--- config.mk ---
export PLATFORM = sky130hd
export DESIGN_NAME = instr_fetch_unit
export DESIGN_NICKNAME = d
export VERILOG_FILES = /design/src/rtl/instr_fetch_unit.sv
export SDC_FILE = /design/constraint.sdc
export NUM_CORES = 1
export LEC_CHECK = 0
export CAP_MARGIN = 10
export CELL_PAD_IN_SITES_DETAIL_PLACEMENT = 0
export CELL_PAD_IN_SITES_GLOBAL_PLACEMENT = 1
export CORE_MARGIN = 5
export CORE_UTILIZATION = 32
export DETAILED_ROUTE_END_ITERATION = 7
export GPL_TIMING_DRIVEN = 1
export HOLD_SLACK_MARGIN = 0.08
export PLACE_DENSITY = 0.89
export SYNTH_ARGS = -nofsm -noshare
export SYNTH_HDL_FRONTEND = slang
export SYNTH_SLANG_ARGS = --single-unit
--- constraint.sdc ---
create_clock -name clk -period 3.1 [get_ports clk]
set_clock_uncertainty 0.05 [all_clocks]
set_input_delay 0.62 -clock clk [delete_from_list [all_inputs] [get_ports clk]]
set_output_delay 0.62 -clock clk [all_outputs]
set_load 0.02 [all_outputs]
--- src/rtl/instr_fetch_unit.sv ---
// ============================================================================
// Module   : instr_fetch_unit
// Brief    : PC holder and req/ack fetch stage feeding decoded fields to control
// Revision : 1.0 - initial release
// ============================================================================
`default_nettype none

module instr_fetch_unit #(
    parameter logic [31:0] RESET_PC = 32'h0000_0000,
    parameter int          MAX_WAIT = 15
) (
    input  logic        clk,
    input  logic        rst,
    output logic [31:0] imem_addr,
    output logic        imem_req,
    input  logic        imem_ack,
    input  logic [31:0] imem_rdata,
    input  logic        pc_src,
    input  logic [31:0] branch_target,
    input  logic        exec_done,
    input  logic        halt,
    output logic [31:0] instr,
    output logic [3:0]  cond,
    output logic [1:0]  op,
    output logic [5:0]  funct,
    output logic [3:0]  rd,
    output logic [1:0]  sh,
    output logic        instr_valid,
    output logic [31:0] pc_plus8,
    output logic        fault
);

    localparam logic [7:0] WAIT_LAST = 8'(MAX_WAIT - 1);

    typedef enum logic [2:0] {
        IDLE   = 3'd0,
        REQ    = 3'd1,
        ISSUE  = 3'd2,
        HALTED = 3'd3,
        FAULT  = 3'd4
    } state_t;

    state_t      state;
    state_t      state_next;
    logic [31:0] pc;
    logic [7:0]  wait_cnt;

    always_comb begin
        state_next = state;
        case (state)
            IDLE:    state_next = halt ? HALTED : REQ;
            REQ: begin
                // an ack in the timeout cycle still completes the fetch
                if (imem_ack)
                    state_next = ISSUE;
                else if (wait_cnt == WAIT_LAST)
                    state_next = FAULT;
            end
            ISSUE: begin
                if (exec_done)
                    state_next = halt ? HALTED : REQ;
            end
            HALTED: begin
                if (!halt)
                    state_next = REQ;
            end
            FAULT:   state_next = FAULT;
            default: state_next = IDLE;
        endcase
    end

    always_ff @(posedge clk or posedge rst) begin
        if (rst) begin
            state    <= IDLE;
            pc       <= RESET_PC;
            instr    <= 32'h0;
            wait_cnt <= 8'h0;
            fault    <= 1'b0;
        end else begin
            state <= state_next;
            case (state)
                REQ: begin
                    if (imem_ack) begin
                        instr    <= imem_rdata;
                        wait_cnt <= 8'h0;
                    end else if (wait_cnt == WAIT_LAST) begin
                        fault    <= 1'b1;
                        wait_cnt <= 8'h0;
                    end else begin
                        wait_cnt <= wait_cnt + 8'h1;
                    end
                end
                ISSUE: begin
                    if (exec_done)
                        pc <= pc_src ? (branch_target & 32'hFFFF_FFFC) : (pc + 32'd4);
                end
                default: ;
            endcase
        end
    end

    assign imem_addr   = pc;
    assign imem_req    = (state == REQ);
    assign instr_valid = (state == ISSUE);
    assign pc_plus8    = pc + 32'd8;

    assign cond  = instr[31:28];
    assign op    = instr[27:26];
    assign funct = instr[25:20];
    assign rd    = instr[15:12];
    assign sh    = instr[6:5];

endmodule

`default_nettype wire

==> results of run 1 <==
repair_timing:
item,4_1_cts,5_1_grt
setup endpoints to repair,14,5
hold endpoints to repair,0,0
pin swaps,2,1
setup buffers,1,1
gates resized for setup,14,5
worst max-delay path: stages, from the launching register on:
cell	delay, ns
dfrtp_1	0.48
nand4_1	0.21
nor3_4	0.30
and3_1	0.20
xor2_1	0.14
clkdlybuf4s50_1	0.67
cell usage in the layout (no fill, tap or decap), types with 3 or more instances in the layout:
master,instances
and3_1,9
or3_1,11
a21oi_1,23
dfrtp_1,74
xnor2_1,18
nand4_2,3
nand4_1,10
buf_4,33
dlygate4sd2_1,12
dlymetal6s2s_1,4
ha_1,4
a311oi_1,8
clkbuf_16,9
o21ai_0,27
inv_1,17
clkdlybuf4s50_1,163
nor4_1,9
mux2_2,32
o22ai_1,4
xor2_1,11
o22a_1,3
o2bb2ai_1,3
nor2b_1,4
nor3_1,16
mux2i_1,5
conb_1,4
nand2_1,21
nor2_1,24
a311o_1,3
a211oi_1,5
nand3_1,32
a31oi_1,6
nor3_2,3
a211o_1,3
nand2b_1,4
metrics by stage:
step	cells	hold slack [ns]	instance area, µm²
2_1_floorplan	487	0.431	4600
3_5_place_dp	821	0.425	6530
4_1_cts	838	0.445	6820
3_3_place_gp	821	0.410	6530
5_1_grt	839	0.469	6840
6_report	839	0.444	6840
sequential cells by signal, summed over array words and instances (netlist names):
signal and cells:
fault 1, imem_addr 30, instr 32, state 3
wait_cnt 8
synth_stat cells, types with 4 or more instances:
| cell type | instances | area (µm²) |
|---|---|---|
| a211oi_1 | 5 | 37.5 |
| a21oi_1 | 23 | 115 |
| a311oi_1 | 8 | 70.1 |
| a31oi_1 | 6 | 37.5 |
| and3_1 | 9 | 56.3 |
| buf_2 | 15 | 75.1 |
| buf_4 | 30 | 225 |
| clkbuf_1 | 9 | 33.8 |
| dfrtp_1 | 74 | 1850 |
| ha_1 | 4 | 50.1 |
| inv_1 | 18 | 67.6 |
| mux2_2 | 32 | 360 |
| mux2i_1 | 5 | 50.1 |
| nand2_1 | 21 | 78.8 |
| nand2b_1 | 4 | 25.0 |
| nand3_1 | 33 | 165 |
| nand4_1 | 10 | 62.6 |
| nor2_1 | 24 | 90.1 |
| nor2b_1 | 4 | 25.0 |
| nor3_1 | 17 | 85.1 |
| nor4_1 | 9 | 56.3 |
| o21ai_0 | 27 | 135 |
| o22ai_1 | 4 | 25.0 |
| or3_1 | 11 | 68.8 |
| xnor2_1 | 18 | 158 |
| xor2_1 | 11 | 96.3 |
power breakdown:
| group | internal, µW | leakage [µW] | switching, µW |
|---|---|---|---|
| registers | 1350 | 0.000897 | 407 |
| logic | 1770 | 0.00174 | 1810 |
| clock network | 584 | 0.000139 | 402 |
| total | 3700 | 0.00278 | 2620 |
layer usage:
layer | GRT usage [%] | up-vias
met3 | 3.19 | 24
met1 | 21.7 | 2169
met4 | 6.54 | 0
met5 | 0 | -
met2 | 27.9 | 214
li1 | - | 2072
layout make-up:
cell class,instances,area [µm²]
clock inverter,4,26.3
sequential,74,1850
inverter,18,67.6
multi-input combinational,337,2350
timing repair buffer,214,2060
tap,180,225
clock buffer,12,256
fill,1312,7150
worst max-delay path by stage:
stage / cells past startpoint / endpoint / from
2_1_floorplan: 6 / pc_plus8[23] / imem_addr[4]
3_3_place_gp: 6 / pc_plus8[30] / imem_addr[12]
3_5_place_dp: 6 / pc_plus8[30] / imem_addr[12]
4_1_cts: 6 / pc_plus8[20] / imem_addr[12]
5_1_grt: 5 / pc_plus8[16] / imem_addr[13]
6_report: 5 / pc_plus8[16] / imem_addr[12]
logic make-up (layout without fill, tap and decap cells):
kind of cell	count (synthesis)	after routing	share of synthesized area, %
flip-flops	74	74	40.3
adder cells (fa/ha/maj)	4	4	1.09
AND/OR/NAND/NOR	164	164	20.2
AO/OA/AOI/OAI	99	99	14.5
XOR/XNOR	29	29	5.53
multiplexers	37	37	8.94
buffers and inverters	76	248	9.32
other	1	4	0.0817
==> results.ini, run 1 <==
[route]
routed_wl_um = 14500
top_layer = met4
vias = 4479
drt-pass1-iter-count = 5
drtIter0Drc = 253
drc = 0
routedWlPerCell_um = 17.3
ant_nets = 0
wl_met2_um = 7110
drt-met1-wl_um = 6080
via_per_inst = 5.34
wl_met3_um = 1100

[sta]
tightestPinTransition_ns = 0.770
relSlewSlack_pct = 48.4
fin_ws_ns = 0.0970
setup_viol = 0
setup_tns_ns = 0
finalHoldViolCount = 0
period_needed_ns = 3.00
min_period_over_period_pct = 96.9
timing.fmax_ghz = 0.333
rsz0062_at_grt = no
slew_violations = 0

[clock_network]
cts_tree = yes
hold_buffers = 0
clkLatencyLatePin_ns = 0.33
cts_buffers = 9
cts_sinks = 74
clk_pin_slew_ns = 0.06
cts_buffer_depth = 2
h-tree-depth = 3
cts-root-buf = clkbuf_16

[floorplan]
die_h_um = 130
initial_core_util_pct = 32.8
die_w_um = 130
fp.coreArea_um2 = 14000
ioPinCount = 187
fp-row-count = 43
die-area_um2 = 16800

[worst_setup_path]
reg2regPathDepth = 6
setup.worst_path.start_class = flop
crit_fanout = 7
critical_path_arrival_ns = 2.33
worst-setup-path-type = flop to output pin
worstPathRequired_ns = 2.43
r2r-end = imem_addr[23]
cp-end-kind = output pin
ff2ff_setup_slack_ns = 0.72
reg2reg_from = imem_addr[4]

[logic_synthesis]
yosysUniqueCellTypes = 60
syn_area_um2 = 4590
syn_inst = 484
yosysWarningCount = 0
synth-seq-cells = 74
syn_area_per_cell_um2 = 9.49
synth_edf_count = 0
ys_seq_area_share_pct = 40.3
synth_async_sr_flop_share_pct = 100
ys.flop_type = dfrtp_1

[layout]
finish.utilization_pct = 48.9
final_nets = 728
drive_above_1_share_pct = 15.5
flow.area_growth_from_synthesis_pct = 49.0
num_antenna_cells = 0

[placement]
gp_congestion = 0.770
dp_hpwl_um = 10500
place_ws_ns = 0.243
port-buffer-count = 180

[global_routing]
grt.overflow.total = 0
grt_pass1_wl_um = 23000
grt_pass1_vias = 4491
track_usage_pct = 16.8
grt_max_degree = 41
grt_antenna_before_repair = 0

[power_and_ir_drop]
power_uw = 6330
powerDensity_nw_per_um2 = 925
ir_drop_v = 0.000354
leakage_uw = 0.00278

[hold_path]
min-delay-start = fault
whs_endpoint = fault
hold_class = flop to flop
hold_depth = 1

[run_status]
run_status = finished clean

[job]
maxCapViolCount = 0

Note: power is estimated with default switching activity, not from simulation.
==> run 2, diff against run 1 <==
--- a/config.mk
+++ b/config.mk
@@ -8,10 +8,10 @@
 export CAP_MARGIN = 10
 export CELL_PAD_IN_SITES_DETAIL_PLACEMENT = 0
 export CELL_PAD_IN_SITES_GLOBAL_PLACEMENT = 1
-export CORE_MARGIN = 5
+export CORE_MARGIN = 2
 export CORE_UTILIZATION = 32
+export CTS_CLUSTER_SIZE = 30
 export DETAILED_ROUTE_END_ITERATION = 7
-export GPL_TIMING_DRIVEN = 1
 export HOLD_SLACK_MARGIN = 0.08
 export PLACE_DENSITY = 0.89
 export SYNTH_ARGS = -nofsm -noshare
==> results.ini, run 2 (same netlist as run 1, synthesis figures left out) <==
[worst_setup_path]
setup.worst_path.start_class = flop
worst-setup-path-type = flop to output pin
critical-path-max-stage-delay_ns = 0.63  ; -0.04 ns
cp.depth = 6  ; +1
cp-end-kind = output pin
worstPathRequired_ns = 2.43  ; about the same
cp_top_family = buffers and inverters
reg2regPathDepth = 5  ; -1
critPathSlowestCell = clkdlybuf4s50_1
crit_fanout = 8  ; +1
crit_chain = nand3_1, nor3_2, buf_4, nand2_1, xnor2_1, clkdlybuf4s50_1
path_buf_inv = 2  ; +1
critical_path_arrival_ns = 2.32  ; about the same

[floorplan]
fp.coreArea_um2 = 13900  ; -0.38%
die-area_um2 = 15300  ; -9.0%
fp-row-count = 43  ; unchanged
initial_core_util_pct = 33.0  ; +0.13 points
ioPinCount = 187  ; unchanged
die_w_um = 124  ; -4.6%
die_h_um = 124  ; -4.6%

[sta]
finalHoldViolCount = 0  ; unchanged
slew_violations = 0  ; unchanged
tightestPinTransition_ns = 0.788  ; +0.0176 ns
period_needed_ns = 2.99  ; -0.00901 ns
timing.fmax_ghz = 0.334  ; +0.30%
fin_ws_ns = 0.106  ; +0.00901 ns
setup_viol = 0  ; unchanged
min_period_over_period_pct = 96.6  ; -0.29 points
relSlewSlack_pct = 47.4  ; -0.95 points

[global_routing]
grt_pass1_wl_um = 21600  ; -6.0%
grt_pass1_vias = 4295  ; -4.4%
track_usage_pct = 17.9  ; +1.1 points
grt_antenna_before_repair = 0  ; unchanged
grt.overflow.total = 0  ; unchanged
grt_max_degree = 75  ; +83%

[route]
top_layer = met4
vias = 4365  ; -2.5%
wl_met2_um = 6980  ; -1.8%
routedWlPerCell_um = 16.5  ; -5.1%
wl_met3_um = 968  ; -12%
drt-met1-wl_um = 5810  ; -4.5%
routed_wl_um = 13800  ; -4.8%
ant_nets = 0  ; unchanged
drt-pass1-iter-count = 6  ; +1
drc = 0  ; unchanged
drtIter0Drc = 257  ; +1.6%
via_per_inst = 5.19  ; -2.8%

[clock_network]
cts_sinks = 74  ; unchanged
hold_buffers = 0  ; unchanged
cts_buffers = 9  ; unchanged
cts_tree = yes
clk_pin_slew_ns = 0.06  ; about the same
h-tree-depth = 3  ; unchanged
cts_buffer_depth = 2  ; unchanged
clkLatencyLatePin_ns = 0.33  ; about the same
cts-root-buf = clkbuf_16

[layout]
drive_above_1_share_pct = 16.8  ; +1.3 points
regMostFlops = instr
final_common_cell = clkdlybuf4s50_1
final_nets = 730  ; +0.27%
num_antenna_cells = 0  ; unchanged
layout_common_cells = clkdlybuf4s50_1 (167), dfrtp_1 (70), buf_4 (35), nand3_1 (32), mux2_2 (32)
nFillCells = 1257  ; -4.2%
flow.area_growth_from_synthesis_pct = 50.6
instances_no_fill = 841  ; +0.24%
largest_register_ffs = 32  ; unchanged

[run_status]
run_status = finished clean

[job]
maxCapViolCount = 0  ; unchanged

[hold_path]
hold_depth = 1  ; unchanged
hold_class = flop to flop

[placement]
place_ws_ns = 0.212  ; -0.0315 ns
gp_congestion = 0.804  ; +4.4%
port-buffer-count = 180  ; unchanged
dp_hpwl_um = 9730  ; -7.6%
placed_cells = 822  ; +0.12%

[power_and_ir_drop]
power_uw = 6470  ; +2.2%
powerDensity_nw_per_um2 = 935  ; +1.1%
leakage_uw = 0.00277  ; -0.34%
ir_drop_v = 0.000397  ; +12%

==> run 2: worst paths after layout <==
kind	from	end	slack [ns]
setup / recovery	imem_addr[17]	pc_plus8[22]	0.11
hold / removal	fault	fault	0.42
setup reg to reg	imem_addr[2]	imem_addr[18]	0.79
hold reg to reg	fault	fault	0.42
max in group asynchronous	rst	imem_addr[6]	2.00
min in group asynchronous	rst	instr[4]	0.67
==> run 2: layout make-up <==
class	instances	area [µm²]	area share, %
timing repair buffer	216	2080	30.0
clock buffer	10	229	3.31
clock inverter	6	91.3	1.32
multi-input combinational	337	2370	34.3
sequential	74	1860	26.9
tap	180	225	3.26
inverter	18	67.6	0.977
==> run 2: layer usage <==
metal	vias to the layer above	track usage [%]
li1	2078	-
met1	2111	22.1
met2	168	31.6
met3	8	3.75
met4	0	4.55
met5	-	0
==> run 2: stage by stage <==
step | hold WS [ns] | util [%] | instance area, µm² | TNS, ns
after floorplan | 0.431 | - | 4600 | 0
after global routing | 0.467 | 49.6 | 6910 | -0.0386
after global placement | 0.407 | 46.9 | 6540 | 0
after CTS | 0.435 | 49.5 | 6900 | 0
final | 0.422 | 49.6 | 6910 | 0
after detailed placement | 0.421 | 46.9 | 6540 | 0
==> run 2: power breakdown <==
part	switching [µW]	total (µW)	internal, µW
combinational	1780	3570	1790
sequential	421	1780	1360
clock	411	1120	706
==> run 2: repair_timing <==
action | 4_1_cts | 5_1_grt
setup endpoints to repair | 13 | 7
setup buffers | 3 | 0
pin swaps | 2 | 0
gates resized for setup | 15 | 7
==> run 3, diff against run 2 <==
--- a/config.mk
+++ b/config.mk
@@ -5,7 +5,6 @@
 export SDC_FILE = /design/constraint.sdc
 export NUM_CORES = 1
 export LEC_CHECK = 0
-export CAP_MARGIN = 10
 export CELL_PAD_IN_SITES_DETAIL_PLACEMENT = 0
 export CELL_PAD_IN_SITES_GLOBAL_PLACEMENT = 1
 export CORE_MARGIN = 2
==> results of run 3 <==
No change in the layout: final DEF, timing and power equal those of run 2.
